<file path="src/rtl/offset_pipe.sv">
// Immediate extender with base-relative target, carried through a STAGES-deep
// pipeline with valid, stall (en) and flush control.
module offset_pipe #(
  parameter int unsigned IN_W   = 8,
  parameter int unsigned DATA_W = 16,
  parameter int unsigned STAGES = 2,
  parameter int unsigned SHIFT  = 1
) (
  input  logic              clk,
  input  logic              rst,
  input  logic              en,
  input  logic              flush,
  input  logic              in_valid,
  input  logic [IN_W-1:0]   imm,
  input  logic [1:0]        mode,
  input  logic [DATA_W-1:0] base,
  output logic              out_valid,
  output logic [DATA_W-1:0] dataout,
  output logic [DATA_W-1:0] target
);

  localparam int unsigned PAD_W = DATA_W - IN_W;

  logic [DATA_W-1:0] sext_c;
  logic [DATA_W-1:0] ext_c;
  logic [DATA_W-1:0] target_c;

  logic              valid_q  [STAGES];
  logic [DATA_W-1:0] ext_q    [STAGES];
  logic [DATA_W-1:0] target_q [STAGES];

  // Extension and target formation ahead of stage 1
  always_comb begin
    sext_c = {{PAD_W{imm[IN_W-1]}}, imm};
    ext_c  = sext_c;
    case (mode)
      2'b00:   ext_c = sext_c;
      2'b01:   ext_c = {{PAD_W{1'b0}}, imm};
      2'b10:   ext_c = DATA_W'(sext_c << SHIFT);
      default: ext_c = {imm, {PAD_W{1'b0}}};
    endcase
    target_c = DATA_W'(base + ext_c);
  end

  // Stage registers; rst and flush both zero every stage, en advances all
  always_ff @(posedge clk) begin
    if (rst || flush) begin
      for (int k = 0; k < STAGES; k++) begin
        valid_q[k]  <= 1'b0;
        ext_q[k]    <= '0;
        target_q[k] <= '0;
      end
    end else if (en) begin
      valid_q[0]  <= in_valid;
      ext_q[0]    <= ext_c;
      target_q[0] <= target_c;
      for (int k = 1; k < STAGES; k++) begin
        valid_q[k]  <= valid_q[k-1];
        ext_q[k]    <= ext_q[k-1];
        target_q[k] <= target_q[k-1];
      end
    end
  end

  assign out_valid = valid_q[STAGES-1];
  assign dataout   = ext_q[STAGES-1];
  assign target    = target_q[STAGES-1];

endmodule

</file>
<file path="config.mk">
export PLATFORM = sky130hd
export DESIGN_NAME = offset_pipe
export DESIGN_NICKNAME = d
export VERILOG_FILES = /design/src/rtl/offset_pipe.sv
export SDC_FILE = /design/constraint.sdc
export NUM_CORES = 1
export LEC_CHECK = 0
export BUFFER_PORTS_ARGS = -buffer_cell sky130_fd_sc_hd__clkbuf_2
export CAP_MARGIN = 15
export CELL_PAD_IN_SITES_DETAIL_PLACEMENT = 2
export CELL_PAD_IN_SITES_GLOBAL_PLACEMENT = 2
export CORE_MARGIN = 5
export CORE_UTILIZATION = 41
export CTS_BUF_LIST = sky130_fd_sc_hd__clkbuf_8
export CTS_CLUSTER_DIAMETER = 120
export DETAILED_ROUTE_END_ITERATION = 8
export HOLD_SLACK_MARGIN = 0.06
export PLACE_DENSITY_LB_ADDON = 0.1
export REMOVE_ABC_BUFFERS = 1
export SKIP_LAST_GASP = 1
export SYNTH_ARGS = -nofsm -noshare
export SYNTH_HDL_FRONTEND = slang
export SYNTH_SLANG_ARGS = --single-unit
</file>
<file path="constraint.sdc">
create_clock -name clk -period 5.6 [get_ports clk]
set_clock_uncertainty 0.2 [all_clocks]
set_input_delay 1.12 -clock clk [delete_from_list [all_inputs] [get_ports clk]]
set_output_delay 1.12 -clock clk [all_outputs]
set_load 0.02 [all_outputs]
</file>
# == Word level (Yosys, flattened, before mapping) ==
# Memories as Yosys holds them, arrays and structs flattened.
# Cells that the tools add are included.
# totals
regBits,0
latchBits,0
mem_bits_rw,66
romBits,0
input_bits,31
out_inout_bits,33
word_cells,26
mem_count,3
# op_classes
n_addsub,1
mul,0
div_mod_pow,0
n_lt_le_gt_ge,0
eq_ne,2
shifts,0
muxes,12
bitwise_logic,6
reduce_logical,2
# memory_table
memory,words,word_bits,rd,rd_ports_with_merged_regs,write_ports,line,source
ext_q,2,16,2,0,2,29,logic [DATA_W-1:0] ext_q [STAGES];
target_q,2,16,2,0,2,30,logic [DATA_W-1:0] target_q [STAGES];
valid_q,2,1,2,0,2,28,logic valid_q [STAGES];
# op_table
operator,count
two-way mux 16 bit,4
case mux 16 bit (3 select lines),1
adder 16 bit,1
two-way mux 1 bit,7
bitwise OR 1 bit,6
equality test 2 x 1 -> 1 bit (second input constant),1
equality test 2 bit (second input constant),1
zero test 2 bit,1
logical OR 1 bit,1

# == Logic depth before layout (Yosys ltp) ==
# Gate-level depths: netlist of run 1.
# depth
ltp_word,4
depth_mapped,11
ltp_nobuf,9

# == Worst setup path after synthesis of run 1 ==
# OpenSTA, ideal clock, no wires.
# synth_timing
path_kind,input port to flip-flop
startpoint,input port mode[1]
endpoint,memory target_q[0][14] (data pin)
setup_ns,0.260
t_arrival_ns,3.196
setup_slack_ns,1.944
stages,10
cell_sequence,clkbuf_1 -> nor2b_1 -> nand2_1 -> o21ai_0 -> ha_1 -> a21o_1 -> a31o_1 -> a311o_1 -> nor3_1 -> nor3_2
# synth_lines
element,line,source
"start, declared",15,"input logic [1:0] mode,"
"end, declared",30,

==> metrics.cfg, run 1 <==
[sta]
rsz0062_at_grt = no
max-slew-margin-rel_pct = 51.47
min_period_ns = 3.614
hold_viol = 0
timing.fmax_mhz = 276.7
drv_slew = 0
tightestPinTransition_ns = 0.7279
tns_ns = 0
setup_viol = 0
min_period_over_period_pct = 64.54

[global_routing]
grt_pass1_wl_mm = 14.53
grt_pass1_vias = 2664
track_usage_pct = 17.26
gr-total-overflow = 0
antenna_found_initial = 0
grt_start_max_net_pins = 39

[clocking]
cts_tree = built
cts_buffer_depth = 2
clk_pin_slew_ns = 0.07
root_buffer = clkbuf_8
post_cts_buffers = 0
cts-hold-fix-buffers = 0
cts_resized = 0
insertion_delay_ns = 0.36
htree_levels = 3
cts_buffers = 9
cts_sinks = 66

[cells_and_area]
fillCellCount = 946
regArea_um2 = 1982
multiInputGateArea_um2 = 1266
n_antenna_cell = 0
area.growth.synth_to_final_pct = 9.683
post-route-util_pct = 45.62
drive_gt1_share_pct = 23.92
finalNetCount = 389

[synth]
ys_types = 45
avgSynthCellArea_um2 = 11.51
ys_seq_area_share_pct = 55.17
synth_area_um2 = 3592
syn_inst = 312
yosysWarnings = 0
synth_seq_cells = 66

[worst_setup_path]
worst_ep_arrival_time_ns = 3.50
cp_max_fo = 12
r2r_slack_ns = 4.59
reg2reg_depth = 1
cp_data_required_time_ns = 5.49
critical_path_class = in -> reg
startpoint_type = primary input
end_kind = register
r2r_start = ext_q[0][10]$_SDFFCE_PN0P_
crit_path_end = target_q[0][14]$_SDFFCE_PN0P_
critical_path.startpoint = mode[1]
r2r_end = ext_q[0][26]$_SDFFCE_PN0P_

[die]
io-pin-count = 64
row_count = 34
fp.coreArea_um2 = 8636
start_util_pct = 41.60
die_area_um2 = 10730
die_h_um = 103.6
die_x_um = 103.6

[job]
maxCapViolations = 0

[power]
leakage_nw = 1.880
power.density_nw_per_um2 = 292.0
ir_worst_vdd_uv = 113.9
power_mw = 1.151

[outcome]
status = finished clean

[detailed_routing]
final_antenna_net_count = 0
via_per_inst = 5.319
drtPass1Iterations = 4
route.vias.total = 2420
route.detailed.drc = 0
wl_mm = 9.139
wl_per_cell_um = 20.09
drtIter0Drc = 67

[place]
place_hpwl_mm = 6.550
gp_congestion = 0.8327
port_buffers = 63

[min_path]
hold_path_class = reg -> reg

## worst min-delay path by stage
stage	depth (start not counted)	slack, ns	end	start
detailed placement	1	0.34	target_q[0][17]$_SDFFCE_PN0P_	target_q[0][1]$_SDFFCE_PN0P_
global route	1	0.37	target_q[0][17]$_SDFFCE_PN0P_	target_q[0][1]$_SDFFCE_PN0P_
global placement	1	0.34	target_q[0][28]$_SDFFCE_PN0P_	target_q[0][12]$_SDFFCE_PN0P_
floorplan	1	0.33	ext_q[0][16]$_SDFFCE_PN0P_	ext_q[0][0]$_SDFFCE_PN0P_
CTS	1	0.36	target_q[0][17]$_SDFFCE_PN0P_	target_q[0][1]$_SDFFCE_PN0P_
finish	1	0.36	target_q[0][17]$_SDFFCE_PN0P_	target_q[0][1]$_SDFFCE_PN0P_
## routing by layer
layer | track usage [%] | share of wire (%) | up-vias
met5 | 0 | 0 | -
li1 | - | - | 1166
met2 | 28.37 | 49 | 45
met3 | 4.540 | 4.0 | 11
met1 | 21.90 | 45 | 1198
met4 | 6.092 | 1.5 | 0
## where the power goes
part	switching (mW)	internal, mW
sequential	0.00720	0.571
clock	0.192	0.197
combinational	0.116	0.0664
## cell type report
| type | count | area share, % |
|---|---|---|
| Sequential cell | 66 | 50.30 |
| Multi-Input combinational cell | 188 | 32.14 |
| Clock buffer | 9 | 3.144 |
| Timing Repair Buffer | 66 | 8.574 |
| Clock inverter | 7 | 1.366 |
| Tap cell | 108 | 3.430 |
| Inverter | 11 | 1.048 |
## kinds of logic after synthesis
family | share of synthesized area [%]
compound gates | 10.03
buf+inv | 9.683
mux | 0.5573
simple gates | 16.82
xor+xnor | 1.951
flops | 55.17
fa+ha+maj | 5.782
## cell usage after synthesis (all sizes together)
master	count	area share (%)
o211ai	1	0.21
a211o	1	0.24
o2111ai	1	0.24
ha	15	5.2
a21oi	9	1.3
a311o	1	0.28
o31ai	1	0.21
and4	1	0.28
a311oi	3	0.73
a31oi	3	0.52
and2	15	2.6
xnor2	5	1.2
a211oi	2	0.42
edfxtp	66	55
a21boi	2	0.42
xor2	3	0.73
nor3b	2	0.42
nor2b	6	1.0
nand4	2	0.35
and3	38	6.7
o21ai	13	1.8
nor3	5	0.84
clkbuf	13	1.4
inv	11	1.1
buf	34	7.1
nor2	14	1.5
o221ai	1	0.24
o21a	1	0.21
nand2b	4	0.70
o22ai	1	0.17
nand3	4	0.56
mux2i	2	0.56
or3	2	0.35
a31o	2	0.49
nand2	15	1.6
o211a	1	0.28
a21o	11	2.3
fa	1	0.56
## registers in the layout, summed over array words and instances, names as in the netlist
name      count
target_q     32
valid_q       2
ext_q        32
## worst max-delay path, stage by stage
cell and delay [ns]:
clkbuf_2 0.20, nor2b_1 0.38, nand2_1 0.09, o21ai_0 0.12, ha_1 0.37, a21o_1 0.23
a31o_1 0.26, a311o_1 0.41, nor3_1 0.26, nor3_2 0.07
## cell usage in the layout, fill, tap and decap left out, drive strengths merged, types with 3 or more instances in the layout
cell and instances:
a21o 11, a21oi 9, a311oi 3, a31oi 3, and2 15, and3 38, buf 3, clkbuf 72
clkinv 3, edfxtp 66, ha 15, inv 14, nand2 15, nand2b 4, nand3 4, nor2 14
nor2b 6, nor3 5, o21ai 13, xnor2 5, xor2 3
## metrics by stage
step | worst slack, ns | hold slack [ns] | area (um2) | std cells
4_1_cts | 1.985 | 0.3571 | 3940 | 455
3_5_place_dp | 1.617 | 0.3366 | 3762 | 439
6_report | 1.986 | 0.3589 | 3940 | 455
3_3_place_gp | 1.786 | 0.3353 | 3762 | 439
2_1_floorplan | 2.200 | 0.3279 | 3286 | 265
5_1_grt | 1.787 | 0.3745 | 3940 | 455
(Power assumes the default switching activity.)
==> inputs of run 2 (changes only) <==
--- a/config.mk
+++ b/config.mk
@@ -5,12 +5,13 @@
 export SDC_FILE = /design/constraint.sdc
 export NUM_CORES = 1
 export LEC_CHECK = 0
+export ABC_AREA = 1
 export BUFFER_PORTS_ARGS = -buffer_cell sky130_fd_sc_hd__clkbuf_2
 export CAP_MARGIN = 15
 export CELL_PAD_IN_SITES_DETAIL_PLACEMENT = 2
 export CELL_PAD_IN_SITES_GLOBAL_PLACEMENT = 2
 export CORE_MARGIN = 5
-export CORE_UTILIZATION = 41
+export CORE_UTILIZATION = 35
 export CTS_BUF_LIST = sky130_fd_sc_hd__clkbuf_8
 export CTS_CLUSTER_DIAMETER = 120
 export DETAILED_ROUTE_END_ITERATION = 8
==> constraint.sdc (replaced) <==
create_clock -name clk -period 3.4 [get_ports clk]
set_clock_uncertainty 0.2 [all_clocks]
set_input_delay 0.68 -clock clk [delete_from_list [all_inputs] [get_ports clk]]
set_output_delay 0.68 -clock clk [all_outputs]
set_load 0.02 [all_outputs]
==> run 2 against run 1 <==
Effect of this change: die area is 22% higher; non-clock buffer count stayed put; flip-flop and latch count stayed put; core utilization is 5.5 points lower; register-to-register slack worse by 2.2 ns; setup slack worse by 1.2 ns; global-route usage is 1.3 points lower; largest cell class unchanged; design area is 9.3% higher.
==> metrics.cfg, run 2 <==
[sta]
max-slew-margin-rel_pct = 49.86
min_period_ns = 2.641
tightestPinTransition_ns = 0.7495
tns_ns = 0
rsz0062_at_grt = no
min_period_over_period_pct = 77.68
timing.fmax_mhz = 378.6
drv_slew = 0
setup_viol = 0
hold_viol = 0
whs_ns = 0.3489

[worst_setup_path]
reg2reg_depth = 2
crit_top_cell = nand3_1
cp_slowest_stage_delay_ns = 0.44
r2r_end = target_q[0][28]$_SDFFCE_PN0P_
r2r_slack_ns = 2.43
critical_path.startpoint = mode[1]
cp_max_fo = 8
crit_chain = clkbuf_2 -> inv_2 -> nor2_4 -> inv_2 -> o22ai_2 -> inv_2 -> fa_1 -> inv_1 -> nand3_1 -> nand3_1 -> nand3_1 -> nand3_1 -> nand2_1 -> nand2_1 -> nor2_1
crit_slowest_cell = fa_1
cp_data_required_time_ns = 3.31
end_kind = register
critical_path_class = in -> reg
r2r_start = target_q[0][12]$_SDFFCE_PN0P_
worst_ep_arrival_time_ns = 2.55
startpoint_type = primary input

[die]
die_h_um = 114.5
fp.coreArea_um2 = 10750
io-pin-count = 64
row_count = 38
die_area_um2 = 13100
die_x_um = 114.5
start_util_pct = 35.55

[clocking]
htree_levels = 3
clk_pin_slew_ns = 0.08
cts_tree = built
cts-hold-fix-buffers = 0
cts_buffer_depth = 2
insertion_delay_ns = 0.36
cts_sinks = 66
post_cts_buffers = 0
root_buffer = clkbuf_8
cts_resized = 0
cts_buffers = 9

[power]
power_switching_mw = 0.5692
pwr-share-clk_pct = 36.8
leakage_nw = 2.159
combinationalPowerShare_pct = 16.2
p_int_mw = 1.456
power.density_nw_per_um2 = 470.2
p_seq_share_pct = 47.0
swShare_pct = 28.11
ir_worst_vdd_uv = 166.1

[synth]
synth_compound_area_share_pct = 4.651
synth_edf_count = 66
ys.flop_type = edfxtp_1
synth_top_area_cell = edfxtp_1
synth-adder-area-share_pct = 5.437
avgSynthCellArea_um2 = 8.603
synth_mux_area_share_pct = 0
ys_seq_area_share_pct = 51.88
synth_top_family_by_area = simple AND/OR/NAND/NOR gates
yosys.area_share.simple_pct = 21.03
synth_seq_cells = 66
synth_area_um2 = 3820
syn_inst = 444
synthTopCellsByArea = edfxtp_1 (52%), nand2_1 (9.3%), inv_1 (9.2%)
yosysWarnings = 0
ys_types = 24
synth_most_common_cell = nand2_1
synthXorXnorAreaFrac_pct = 0.2293
yosys-top-cells-count = nand2_1 (95), inv_1 (94), nor2_1 (69)
async_flop_share_pct = 0
synth_top_area_share_pct = 51.88

[min_path]
min-delay-start = ext_q[0][10]$_SDFFCE_PN0P_
hold_path_class = reg -> reg
min_path_cells = 2
whs_endpoint = ext_q[0][26]$_SDFFCE_PN0P_

[cells_and_area]
area.growth.synth_to_final_pct = 12.74
most-common-layout-cells = inv_1 (95), nand2_1 (94), nor2_1 (69), edfxtp_1 (66), clkbuf_2 (63)
finalNetCount = 530
n_antenna_cell = 0
reg_top3 = ext_q (32), target_q (32), valid_q (2)
final_cell_count_no_fill = 628
final_common_cell = inv_1
fillCellCount = 1245
drive_gt1_share_pct = 20.49

[detailed_routing]
drtPass1Iterations = 4
wl_mm = 9.703
route.detailed.drc = 0
wl_per_cell_um = 15.45
drtIter0Drc = 100
route.vias.total = 2856
final_antenna_net_count = 0
via_per_inst = 4.548

[global_routing]
grt_pass1_wl_mm = 16.01
gr-total-overflow = 0
grt_pass1_vias = 3256
antenna_found_initial = 0
track_usage_pct = 15.98
grt_start_max_net_pins = 40

[place]
gp_congestion = 0.8192
place_hpwl_mm = 7.468
place_inst = 612
port_buffers = 63

[outcome]
status = finished clean

[job]
maxCapViolations = 0

-- run 2: how the worst max path moves through the flow --
stage	to	slack [ns]	depth (start not counted)
floorplan	ext_q[0][0]$_SDFFCE_PN0P_	0.64	2
global placement	target_q[0][12]$_SDFFCE_PN0P_	0.51	15
detailed placement	target_q[0][12]$_SDFFCE_PN0P_	0.41	15
CTS	target_q[0][12]$_SDFFCE_PN0P_	0.76	15
global route	target_q[0][12]$_SDFFCE_PN0P_	0.63	15
finish	target_q[0][12]$_SDFFCE_PN0P_	0.76	15
-- run 2: power groups by stage --
stage / combinational (mW) / clock (mW) / sequential, mW
after floorplan: 0.190 / 0 / 0.992
after CTS: 0.337 / 0.764 / 0.953
after global placement: 0.317 / 0 / 0.968
after global routing: 0.373 / 0.796 / 0.956
after detailed placement: 0.332 / 0 / 0.971
final: 0.328 / 0.746 / 0.951
-- run 2: cell families after synthesis --
family                     after synthesis
AOI/OAI and AO/OA                       34
xor gates and xnor gates                 1
adders and majority gates               16
buffers and inverters                  136
DFF                                     66
and+or+nand+nor                        191
-- run 2: through the flow --
step | setup slack, ns | cell area [um2] | total power [mW] | util, %
final | 0.7589 | 4307 | 2.025 | 40.08
after global routing | 0.6305 | 4307 | 2.126 | 40.08
after CTS | 0.7629 | 4307 | 2.054 | 40.08
after detailed placement | 0.4061 | 4088 | 1.303 | 38.04
after global placement | 0.5124 | 4088 | 1.285 | 38.04
after floorplan | 0.6450 | 3547 | 1.181 | -
-- run 2: cell type report --
cell class	instances	area [um2]	share of cell area, %
clock inverter	7	95.09	2.208
sequential	66	1982	46.02
multi-input combinational	242	1200	27.86
timing repair buffer	66	362.8	8.425
clock buffer	9	123.9	2.876
tap	140	175.2	4.067
inverter	98	367.9	8.542
-- run 2: layer usage --
metal,global-route usage (%),vias to the layer above,part of all wire (%)
li1,-,1421,-
met5,0,-,0
met3,2.696,13,3.2
met2,28.87,42,51
met1,18.88,1380,43
met4,5.938,0,1.9
-- run 2: worst max-delay path, delay by kind of cell --
family | cells | cell delay [ns]
AND/OR/NAND/NOR | 8 | 0.79
adder cells (fa/ha/maj) | 1 | 0.44
AO/OA/AOI/OAI | 1 | 0.14
buffers and inverters | 5 | 0.50
